<file path="src/rtl/block_dispatcher.sv">
// Block distributor: walks a 3-D grid x-fastest and issues blocks to multiprocessors
// round-robin, caps resident blocks per MP and signals kernel completion once all retire.
module block_dispatcher #(
    parameter int NUM_MPS        = 8,
    parameter int GRID_DIM_WIDTH = 10,
    parameter int MAX_RES_BLOCKS = 2,
    parameter int MPID_DEPTH     = $clog2(NUM_MPS),
    parameter int RES_WIDTH      = $clog2(MAX_RES_BLOCKS + 1)
) (
    input  logic                        clk,
    input  logic                        rst,
    input  logic                        launch,
    input  logic [3*GRID_DIM_WIDTH-1:0] grid_dim,
    input  logic [NUM_MPS-1:0]          mp_ready,
    input  logic [NUM_MPS-1:0]          blk_done,
    output logic                        start,
    output logic [MPID_DEPTH-1:0]       mpid,
    output logic [3*GRID_DIM_WIDTH-1:0] bidx,
    output logic                        busy,
    output logic                        kernel_done,
    output logic                        err
);

    localparam int unsigned NMPS = NUM_MPS;
    localparam int          GW   = GRID_DIM_WIDTH;

    typedef enum logic [1:0] {IDLE, DISPATCH, DRAIN, DONE} state_t;

    state_t                 state_q;
    logic [GW-1:0]          gx_q, gy_q, gz_q;
    logic [GW-1:0]          x_q, y_q, z_q;
    logic [GW-1:0]          x_d, y_d, z_d;
    logic [MPID_DEPTH-1:0]  rr_ptr_q;
    logic [RES_WIDTH-1:0]   res_q [NUM_MPS];
    logic [RES_WIDTH-1:0]   res_d [NUM_MPS];
    logic                   start_q, kernel_done_q, err_q, err_d;
    logic [MPID_DEPTH-1:0]  mpid_q;
    logic [3*GW-1:0]        bidx_q;

    logic [NUM_MPS-1:0]     eligible;
    logic                   grant_vld;
    logic [MPID_DEPTH-1:0]  grant_id;
    logic                   res_err, all_idle;
    logic                   launch_acc, zero_dim;
    logic                   last_x, last_y, last_z, last_blk;

    function automatic logic [MPID_DEPTH-1:0] wrap_add(input logic [MPID_DEPTH-1:0] base,
                                                        input int unsigned off);
        return MPID_DEPTH'((32'(base) + off) % NMPS);
    endfunction

    assign launch_acc = (state_q == IDLE) && launch;
    assign zero_dim   = (grid_dim[GW-1:0] == '0) || (grid_dim[2*GW-1:GW] == '0) ||
                        (grid_dim[3*GW-1:2*GW] == '0);
    assign last_x     = (x_q == gx_q - 1'b1);
    assign last_y     = (y_q == gy_q - 1'b1);
    assign last_z     = (z_q == gz_q - 1'b1);
    assign last_blk   = last_x && last_y && last_z;

    // Search starts at rr_ptr and takes the first eligible MP in wrap-around order.
    always_comb begin
        grant_vld = 1'b0;
        grant_id  = '0;
        for (int unsigned i = 0; i < NMPS; i++) begin
            eligible[i] = mp_ready[i] && (res_q[i] < RES_WIDTH'(MAX_RES_BLOCKS));
        end
        for (int unsigned k = 0; k < NMPS; k++) begin
            if ((state_q == DISPATCH) && !grant_vld && eligible[wrap_add(rr_ptr_q, k)]) begin
                grant_vld = 1'b1;
                grant_id  = wrap_add(rr_ptr_q, k);
            end
        end
    end

    always_comb begin
        x_d = x_q;
        y_d = y_q;
        z_d = z_q;
        if (launch_acc) begin
            x_d = '0;
            y_d = '0;
            z_d = '0;
        end else if (grant_vld) begin
            if (!last_x) begin
                x_d = x_q + 1'b1;
            end else begin
                x_d = '0;
                if (!last_y) begin
                    y_d = y_q + 1'b1;
                end else begin
                    y_d = '0;
                    z_d = z_q + 1'b1;
                end
            end
        end
    end

    // A grant and a completion on the same MP cancel; a completion on an empty MP is an error.
    always_comb begin
        res_err  = 1'b0;
        all_idle = 1'b1;
        for (int unsigned i = 0; i < NMPS; i++) begin
            res_d[i] = res_q[i];
            if (res_q[i] != '0) all_idle = 1'b0;
            if (grant_vld && (grant_id == MPID_DEPTH'(i)) && !blk_done[i]) begin
                res_d[i] = res_q[i] + 1'b1;
            end else if (!(grant_vld && (grant_id == MPID_DEPTH'(i))) && blk_done[i]) begin
                if (res_q[i] == '0) res_err = 1'b1;
                else                res_d[i] = res_q[i] - 1'b1;
            end
        end
        err_d = (launch_acc ? 1'b0 : err_q) | res_err;
    end

    always_ff @(posedge clk or negedge rst) begin
        if (!rst) begin
            state_q       <= IDLE;
            gx_q          <= '0;
            gy_q          <= '0;
            gz_q          <= '0;
            x_q           <= '0;
            y_q           <= '0;
            z_q           <= '0;
            rr_ptr_q      <= '0;
            start_q       <= 1'b0;
            mpid_q        <= '0;
            bidx_q        <= '0;
            kernel_done_q <= 1'b0;
            err_q         <= 1'b0;
            for (int unsigned i = 0; i < NMPS; i++) res_q[i] <= '0;
        end else begin
            x_q           <= x_d;
            y_q           <= y_d;
            z_q           <= z_d;
            err_q         <= err_d;
            start_q       <= grant_vld;
            kernel_done_q <= (state_q == DONE);
            for (int unsigned i = 0; i < NMPS; i++) res_q[i] <= res_d[i];
            if (grant_vld) begin
                mpid_q   <= grant_id;
                bidx_q   <= {z_q, y_q, x_q};
                rr_ptr_q <= wrap_add(grant_id, 1);
            end
            case (state_q)
                IDLE: begin
                    if (launch) begin
                        gx_q    <= grid_dim[GW-1:0];
                        gy_q    <= grid_dim[2*GW-1:GW];
                        gz_q    <= grid_dim[3*GW-1:2*GW];
                        state_q <= zero_dim ? DONE : DISPATCH;
                    end
                end
                DISPATCH: if (grant_vld && last_blk) state_q <= DRAIN;
                DRAIN:    if (all_idle) state_q <= DONE;
                DONE:     state_q <= IDLE;
                default:  state_q <= IDLE;
            endcase
        end
    end

    assign start       = start_q;
    assign mpid        = mpid_q;
    assign bidx        = bidx_q;
    assign busy        = (state_q != IDLE);
    assign kernel_done = kernel_done_q;
    assign err         = err_q;

endmodule

</file>
<file path="config.mk">
export PLATFORM = sky130hd
export DESIGN_NAME = block_dispatcher
export DESIGN_NICKNAME = d
export VERILOG_FILES = /design/src/rtl/block_dispatcher.sv
export SDC_FILE = /design/constraint.sdc
export NUM_CORES = 1
export LEC_CHECK = 0
export CAP_MARGIN = 20
export CORE_AREA = 4 4 136 138
export CTS_CLUSTER_DIAMETER = 80
export DETAILED_ROUTE_END_ITERATION = 10
export DIE_AREA = 0 0 140 142
export DONT_BUFFER_PORTS = 1
export HOLD_SLACK_MARGIN = 0.05
export PLACE_DENSITY_LB_ADDON = 0.12
export SYNTH_ARGS = -nofsm -noshare
export SYNTH_HDL_FRONTEND = slang
export SYNTH_SLANG_ARGS = --single-unit
</file>
<file path="constraint.sdc">
create_clock -name clk -period 4 [get_ports clk]
set_input_delay 0.8 -clock clk [delete_from_list [all_inputs] [get_ports clk]]
set_output_delay 0.8 -clock clk [all_outputs]
set_load 0.1 [all_outputs]
</file>
==> results of run 1 <==
## critical path, stage by stage (launching register included)
cell and delay (ns):
dfrtp_1 0.39, inv_2 0.09, ha_4 0.23, buf_6 0.14, and4b_4 0.21, nor4_4 0.32
a21oi_2 0.11, or4_4 0.46, nor4b_4 0.35, nor3_1 0.09, a22o_2 0.30, inv_2 0.07
ha_2 0.18, ha_1 0.14, nand2_1 0.07, inv_1 0.06, ha_1 0.21, nor4b_2 0.07
nor4_1 0.26, nand3_1 0.11
## logic make-up after synthesis
| group | count (synthesis) |
|---|---|
| AND/OR/NAND/NOR | 463 |
| AO/OA/AOI/OAI | 148 |
| flip-flops | 117 |
| buffers and inverters | 80 |
| adder cells (fa/ha/maj) | 35 |
| multiplexers | 14 |
| XOR/XNOR | 49 |
## per-stage QoR
step / cell area [sq um] / cells / hold slack, ns / setup TNS (ns) / worst slack, ns
final: 9010 / 1169 / 0.0810 / -0.0242 / -0.0242
after global routing: 9010 / 1169 / 0.0537 / -0.577 / -0.237
after CTS: 8890 / 1167 / 0.0591 / 0 / 0.00302
after detailed placement: 8120 / 1129 / 0.496 / -0.195 / -0.155
after global placement: 8120 / 1129 / 0.480 / -0.157 / -0.137
after floorplan: 7740 / 906 / 0.465 / 0 / 0.00144
## layout make-up
type	count	share of cell area, %
inverter	37	1.54
multi-input combinational	709	51.2
clock inverter	8	1.87
tap	225	3.12
clock buffer	23	5.41
sequential	117	32.5
timing repair buffer	50	4.33
## placed cells by master (no fill, tap or decap), types with 6 or more instances in the layout
master     count
nand2b_1      15
ha_1          26
buf_4         46
o21ai_1       11
xor2_1        17
a21oi_1       20
nor4b_1        9
nand2_1      216
inv_1         31
nor2_1        50
and2_1         6
nor3_1        15
xnor2_1       32
nand3_1       30
nor4_1        21
or3_1          6
inv_2          6
o31ai_1        6
nand4_1       13
nor2b_1       26
o21ai_0       45
dfrtp_1      116
nor3b_1        9
a21o_1         7
clkbuf_16     17
## layer usage
metal / global-route usage (%) / up-vias / part of all wire (%)
li1: - / 3213 / -
met1: 27.2 / 3166 / 43
met2: 35.5 / 181 / 48
met3: 6.35 / 27 / 7.0
met4: 6.02 / 0 / 1.9
met5: 0 / - / 0
## repair_timing
action                     CTS  global route
pin swaps                   11             9
setup endpoints to repair    1            11
buffers inserted             7             2
resized for setup           13            35
gates cloned                 0             0
## registers in the layout, summed over array words and instances, names as in the netlist
signal and flops:
bidx 30, err 1, gx_q 10, gy_q 10
gz_q 10, kernel_done 1, mpid 3, res_q 16
rr_ptr_q 3, start 1, state_q 2, x_q 10
y_q 10, z_q 10
## final timing paths
| check | from | to | slack [ns] | cells after the start |
|---|---|---|---|---|
| setup / recovery | rr_ptr_q[1]$_DFFE_PN0P_ | err$_DFF_PN0_ | -0.02 | 19 |
| hold / removal | rst | rr_ptr_q[0]$_DFFE_PN0P_ | 0.08 | 0 |
| setup reg to reg | rr_ptr_q[1]$_DFFE_PN0P_ | err$_DFF_PN0_ | -0.02 | 19 |
| hold reg to reg | gz_q[9]$_DFFE_PN0P_ | gz_q[9]$_DFFE_PN0P_ | 0.50 | 2 |
| max in group asynchronous | rst | rr_ptr_q[1]$_DFFE_PN0P_ | 3.74 | 0 |
| min in group clk | grid_dim[17] | gy_q[7]$_DFFE_PN0P_ | 0.48 | 2 |
## report_power, final
| group | total, mW | leakage [nW] | switching, mW | internal [mW] |
|---|---|---|---|---|
| clock | 1.72 | 0.324 | 0.556 | 1.17 |
| sequential | 2.37 | 1.54 | 0.858 | 1.51 |
| combinational | 5.38 | 2.22 | 3.04 | 2.34 |
==> results.ini, run 1 <==
[logic_synthesis]
synth-compound-area-share_pct = 13.1
synth_edf_count = 0
syn-num-nets = 990
async_flop_share_pct = 100
synth.most_common_cell = nand2_1
netlist_area_sq_um = 7710
synthSimpleGateAreaFrac_pct = 30.4
ys_seq_elements = 117
synth_cells = 906
yosysWarnings = 0
synth_top_family_by_area = simple AND/OR/NAND/NOR gates
yosys-top-cells-count = nand2_1 (217), dfrtp_1 (117), o21ai_0 (55)
synth-main-ff-cell = dfrtp_1
seq_area_frac_synth_pct = 38.0
ys_types = 76
yosys.area_share.adder_pct = 5.68
synthTopCellsByArea = dfrtp_1 (38%), nand2_1 (11%), ha_1 (5.7%), xnor2_1 (3.6%), o21ai_0 (3.6%)
muxShareOfSynthArea_pct = 2.73
synth.top_cell.area_share_pct = 38.0
syn_avg_cell_area_sq_um = 8.51
synth-xor-area-share_pct = 5.57
yosysTopAreaCell = dfrtp_1

[die]
initial_core_util_pct = 44.9
num_rows = 48
die_width_um = 140
coreArea_sq_um = 17200
die_area_sq_um = 19900
ios = 86
die_y_um = 142

[layout]
fillers = 1603
diodes = 0
postLayoutCoreUtil_pct = 52.5
multi_input_area_sq_um = 4620
area_growth_pct = 16.9
drive_gt1_share_pct = 15.6
register_area_sq_um = 2930
fin_nets = 1016

[critical_path]
cp_max_fo = 7
start_kind = flop
arrival_ns = 4.30
crit_required_ns = 4.28
end_kind = flop
worstSetupPathType = flop to flop

[sta]
maxSlewViolCount = 0
max_freq_mhz = 248
finalHoldViolCount = 0
period_share_pct = 101
setup_viol = 1
clock_skew_ns = 0.0104
rsz0062_at_grt = yes
worst_pin_slew_ns = 0.958
period_minus_slack_ns = 4.02
layout_setup_ws_ns = -0.0242
max_slew_margin_pct = 36.1

[clocking]
cts_buffers = 17
cts_root_buffer = clkbuf_16
ctsHoldBuffers = 0
cts_tree = yes
htreeDepth = 4
insertion_delay_ns = 0.42
cts.sinks = 117
cts.clk_slew.worst_paths_ns = 0.06
cts_buffer_depth = 2

[route]
dr.pass1.iters = 5
vias = 6587
wl_mm = 20.9
wl_per_cell_um = 17.9
ant_nets = 0
drc = 0
drt-vias-per-instance = 5.63
drt_iter0_drc = 419

[run_status]
status = finished, violations left
violations = setup timing

[grt]
grt_pass1_vias = 6586
antenna_found_initial = 0
gr-usage-all-layers_pct = 21.3
grt_start_max_net_pins = 118
overflow = 0
grt_pass1_wl_mm = 34.0

[placed_design]
portBuffers = 0
globalplace.congestion = 0.878
detailed_place_hpwl_mm = 15.1

[power]
total_power_mw = 9.47
p_per_area_nw_per_um2 = 1050
irDropWorstVdd_v = 0.000720
p_leak_nw = 4.08

[flow_run]
maxCapViolCount = 0

[min_path]
hp-class = primary input to async pin

No activity file was read; power rests on OpenSTA's default activity.
==> run 2: changes to the inputs <==
--- a/config.mk
+++ b/config.mk
@@ -6,10 +6,10 @@
 export NUM_CORES = 1
 export LEC_CHECK = 0
 export CAP_MARGIN = 20
-export CORE_AREA = 4 4 136 138
+export CORE_AREA = 4 4 120 122
 export CTS_CLUSTER_DIAMETER = 80
 export DETAILED_ROUTE_END_ITERATION = 10
-export DIE_AREA = 0 0 140 142
+export DIE_AREA = 0 0 124 126
 export DONT_BUFFER_PORTS = 1
 export HOLD_SLACK_MARGIN = 0.05
 export PLACE_DENSITY_LB_ADDON = 0.12
==> run 2 against run 1 <==
- the flow now finishes without violations
- wire length grew 0.16%
- die area shrank 21%
- maximum frequency grew 0.79%
- largest power group unchanged
==> results.ini, run 2 (synthesis gave the netlist of run 1 again) <==
[run_status]
status = finished clean

[route]
drc = 0
ant_nets = 0
dr.pass1.iters = 5
vias = 6825
wl_per_cell_um = 18.5
wl_mm = 21.0
drt_iter0_drc = 545
drt-vias-per-instance = 6.02

[layout]
largest_reg_flops = 30
fin_nets = 1033
layout.cells.most_common_list = nand2_1 (213), dfrtp_1 (116), buf_4 (62)
area_growth_pct = 19.0
diodes = 0
drive_gt1_share_pct = 18.7
layout_commonest_cell = nand2_1

[die]
ios = 86
die_y_um = 126
die_width_um = 124
die_area_sq_um = 15600
coreArea_sq_um = 13200
initial_core_util_pct = 58.5
num_rows = 42

[critical_path]
critical_path.startpoint = rr_ptr_q[0]$_DFFE_PN0P_
path_cells = inv_2, ha_4, buf_6, and4b_4, nor4_4, buf_4, mux2i_4, a2111oi_4, buf_4, nor3b_2, o211ai_1, a22oi_2, buf_6, buf_4, nand3_1, ha_1, nor4b_2, nor4_2, nand3_1
crit_required_ns = 4.29
critPathSlowestCell = dfrtp_2
max_stage_delay_ns = 0.41
worstSetupPathType = flop to flop
cp_num_buf_inv = 6
rr_startpoint = rr_ptr_q[0]$_DFFE_PN0P_
cp_common_cell = buf_4
end_kind = flop
arrival_ns = 4.28
cp_max_fo = 8
cp_top_family = simple AND/OR/NAND/NOR gates
start_kind = flop

[clocking]
cts_buffers = 17
cts.sinks = 117
insertion_delay_ns = 0.42
cts.clk_slew.worst_paths_ns = 0.05
cts_buffer_depth = 2
htreeDepth = 4
cts_root_buffer = clkbuf_16
ctsHoldBuffers = 0
cts_tree = yes

[sta]
period_minus_slack_ns = 3.99
layout_setup_ws_ns = 0.00730
max_slew_margin_pct = 36.3
clock_skew_ns = 0.00717
period_share_pct = 99.8
rsz0062_at_grt = yes
finalHoldViolCount = 0
setup_viol = 0
hold_slack_ns = 0.0762
maxSlewViolCount = 0
max_freq_mhz = 250
worst_pin_slew_ns = 0.956

[grt]
grt_pass1_wl_mm = 33.2
grt_start_max_net_pins = 118
grt_pass1_vias = 6770
antenna_found_initial = 0
gr-usage-all-layers_pct = 26.8
overflow = 0

[placed_design]
post-place-ws_ns = -0.119
globalplace.congestion = 0.929
portBuffers = 0
detailed_place_hpwl_mm = 14.6

[min_path]
hp-class = primary input to async pin

[flow_run]
maxCapViolCount = 0

[power]
irDropWorstVdd_v = 0.000868
p_leak_nw = 4.16
p_per_area_nw_per_um2 = 1050

==> run 2: changes by cell type in the layout (fill, tap and decap cells not counted), sizes merged <==
cell / delta
bufinv: -4
clkinv: -1
buf: +17
clkinvlp: +2
inv: -1
clkbuf: +1
==> run 2: metal layers <==
layer	global-route usage (%)	part of all wire, %
met3	8.65	7.6
met4	10.1	2.8
met5	0	0
met1	32.6	40
met2	44.3	50
==> run 2: report_power, final <==
group	total, mW	switching [mW]	internal (mW)
combinational	5.90	3.30	2.60
sequential	2.38	0.864	1.51
clock	1.39	0.503	0.886
total	9.66	4.67	4.99
==> run 2: final timing paths <==
check | to | cells past startpoint | slack (ns)
worst max-delay path | err$_DFF_PN0_ | 19 | 0.007
worst min-delay path | mpid[1]$_DFFE_PN0P_ | 0 | 0.08
worst max register to register | err$_DFF_PN0_ | 19 | 0.007
worst min register to register | gx_q[9]$_DFFE_PN0P_ | 2 | 0.51
max in group asynchronous | rr_ptr_q[0]$_DFFE_PN0P_ | 0 | 3.69
min in group clk | gx_q[7]$_DFFE_PN0P_ | 2 | 0.49
==> run 2: cell type report <==
| cell class | instances | area, sq um |
|---|---|---|
| Tap cell | 176 | 220 |
| Inverter | 37 | 139 |
| Fill cell | 1014 | 4010 |
| Sequential cell | 117 | 2930 |
| Clock inverter | 4 | 50.0 |
| Timing Repair Buffer | 67 | 531 |
| Multi-Input combinational cell | 709 | 4830 |
| Clock buffer | 24 | 482 |
==> run 2: what timing repair did <==
action | 4_1_cts | 5_1_grt
gates resized for setup | 27 | 55
endpoints found under the setup margin | 3 | 13
gates cloned | 0 | 0
setup buffers | 15 | 13
pin swaps | 13 | 23
==> run 2: stage by stage <==
stage	cells	utilization (%)	TNS, ns	cell area, sq um	power (mW)
finish	1134	69.6	0	9180	9.66
detailed placement	1080	61.2	-0.226	8070	7.05
global placement	1080	61.2	-0.0629	8070	6.90
CTS	1123	67.0	0	8840	8.94
global route	1134	69.6	-0.508	9180	10.3
floorplan	906	-	0	7740	5.83
==> run 2: worst register-to-register path: stages, from the launching register on <==
cell and delay [ns]:
dfrtp_2 0.41, inv_2 0.09, ha_4 0.22, buf_6 0.13, and4b_4 0.20, nor4_4 0.31
buf_4 0.18, mux2i_4 0.08, a2111oi_4 0.34, buf_4 0.20, nor3b_2 0.21, o211ai_1 0.14
a22oi_2 0.25, buf_6 0.18, buf_4 0.14, nand3_1 0.10, ha_1 0.22, nor4b_2 0.17
nor4_2 0.18, nand3_1 0.12
==> run 3: changes to the inputs <==
--- a/config.mk
+++ b/config.mk
@@ -6,13 +6,13 @@
 export NUM_CORES = 1
 export LEC_CHECK = 0
 export CAP_MARGIN = 20
-export CORE_AREA = 4 4 120 122
+export CORE_AREA = 4 4 181 183
 export CTS_CLUSTER_DIAMETER = 80
 export DETAILED_ROUTE_END_ITERATION = 10
-export DIE_AREA = 0 0 124 126
+export DIE_AREA = 0 0 185 187
 export DONT_BUFFER_PORTS = 1
 export HOLD_SLACK_MARGIN = 0.05
-export PLACE_DENSITY_LB_ADDON = 0.12
+export PLACE_DENSITY = 0.46
 export SYNTH_ARGS = -nofsm -noshare
 export SYNTH_HDL_FRONTEND = slang
 export SYNTH_SLANG_ARGS = --single-unit
==> run 3 against run 2 <==
- the flow now finishes with violations (setup timing)
- non-clock buffer count rose by 12
- sequential cell count did not move
- first-iteration DRC count shrank 37%
- clock power is 17% higher
- cell count grew 21%
- sequential share of layout area is 1.5 points lower
- setup slack worse by 0.037 ns
- critical path depth is the same
- count of clock-buffer cells in the layout down 5
- register-to-register slack lost 0.04 ns
- largest cell class unchanged
==> results.ini, run 3 (synthesis gave the netlist of run 1 again) <==
[clocking]
cts.clk_slew.worst_paths_ns = 0.06
cts_root_buffer = clkbuf_16
cts_buffer_depth = 2
insertion_delay_ns = 0.41
cts_buffers = 17
cts_tree = yes
htreeDepth = 4
cts.sinks = 117

[layout]
layout.cells.most_common_list = nand2_1 (213), dfrtp_1 (116), buf_4 (73)
diodes = 0
fin_cells = 1376
drive_gt1_share_pct = 20.2
fin_nets = 1045
largest_reg_flops = 30
area_growth_pct = 24.9
layout_commonest_cell = nand2_1
postLayoutCoreUtil_pct = 30.8

[route]
wl_per_cell_um = 16.5
drc = 0
wl_mm = 22.7
drt-vias-per-instance = 4.81
drt_iter0_drc = 341
vias = 6623
dr.pass1.iters = 4
ant_nets = 0

[die]
num_rows = 65
coreArea_sq_um = 31200
die_y_um = 187
initial_core_util_pct = 24.7
ios = 86
die_area_sq_um = 34600
die_width_um = 185

[power]
total_power_mw = 10.2
irDropWorstVdd_v = 0.000794
p_leak_nw = 4.22
p_per_area_nw_per_um2 = 1060

[critical_path]
end_kind = flop
crit_required_ns = 4.28
cp_max_fo = 7
arrival_ns = 4.31
worstSetupPathType = flop to flop
start_kind = flop

[grt]
grt_start_max_net_pins = 118
gr-usage-met3_pct = 3.60
overflow = 0
antenna_found_initial = 0
grt_pass1_vias = 6595
met2_usage_pct = 20.8
use_met1_pct = 17.5
gr-usage-all-layers_pct = 13.1
busiest_layer = met2
grt_pass1_wl_mm = 36.2

[sta]
finalHoldViolCount = 0
layout_setup_ws_ns = -0.0297
period_minus_slack_ns = 4.03
period_share_pct = 101
worst_pin_slew_ns = 1.01
max_slew_margin_pct = 32.8
setup_viol = 1
max_freq_mhz = 248
clock_skew_ns = 0.00810
maxSlewViolCount = 0
timing.setup.tns_ns = -0.0297
hold_slack_ns = 0.0773
rsz0062_at_grt = yes

[flow_run]
maxCapViolCount = 0

[placed_design]
globalplace.congestion = 0.851
post-place-cells = 1327
portBuffers = 0
detailed_place_hpwl_mm = 16.3

[run_status]
violations = setup timing
status = finished, violations left

[min_path]
hp-class = primary input to async pin

## run 3: report_power, final
group | switching [mW] | leakage, nW | internal, mW | total [mW]
Combinational | 3.31 | 2.38 | 2.86 | 6.17
Clock | 0.613 | 0.297 | 1.02 | 1.63
Sequential | 0.888 | 1.54 | 1.51 | 2.40
Total | 4.81 | 4.22 | 5.39 | 10.2
## run 3: layout make-up
class	instances	area, sq um
fillers	3294	21600
multi-input cells	709	4810
flip-flops and latches	117	2930
repair buffers	79	623
well taps	402	503
clock buffers	19	453
clock inverters	13	170
inverters	37	139
## run 3: path summary, 6_finish.rpt
kind,startpoint,end,slack (ns),cells past startpoint
max,rr_ptr_q[0]$_DFFE_PN0P_,err$_DFF_PN0_,-0.03,19
max in group asynchronous,rst,bidx[21]$_DFFE_PN0P_,3.30,1
min,rst,bidx[20]$_DFFE_PN0P_,0.08,0
min in group clk,grid_dim[2],gx_q[2]$_DFFE_PN0P_,0.49,2
min reg2reg,gy_q[9]$_DFFE_PN0P_,gy_q[9]$_DFFE_PN0P_,0.50,2
max reg2reg,rr_ptr_q[0]$_DFFE_PN0P_,err$_DFF_PN0_,-0.03,19
## run 3: what timing repair did
item                                   in CTS  in global routing
pin swaps                                  23                 26
setup endpoints to repair                   7                 15
resized for setup                          40                 42
endpoints found under the hold margin       0                  1
buffers inserted                            9                  9
hold buffers                                0                  1
## run 3: per-stage QoR
stage | cell area, sq um | worst slack (ns)
5_1_grt | 9630 | -0.222
3_5_place_dp | 8510 | -0.299
4_1_cts | 9390 | -0.00368
3_3_place_gp | 8510 | -0.287
2_1_floorplan | 7740 | 0.00144
6_report | 9630 | -0.0297
## run 3: worst max-delay path, stage by stage, from the launching register on
cell	delay (ns)
dfrtp_2	0.40
inv_2	0.07
ha_4	0.22
buf_6	0.12
and4b_4	0.18
nor4_4	0.33
buf_4	0.18
mux2i_4	0.08
a2111oi_4	0.31
buf_4	0.20
nor3b_2	0.15
o211ai_1	0.13
a22oi_2	0.36
buf_4	0.20
nand3_1	0.08
ha_1	0.18
nor4b_2	0.16
nor4_2	0.30
buf_4	0.16
nand3_1	0.07
## run 3: layer usage
layer | vias up | routed length [um] | part of all wire [%]
met5 | - | 0 | 0
met4 | 0 | 368 | 1.6
met3 | 24 | 1230 | 5.4
met2 | 130 | 10500 | 46
met1 | 3190 | 10600 | 47
li1 | 3279 | - | -
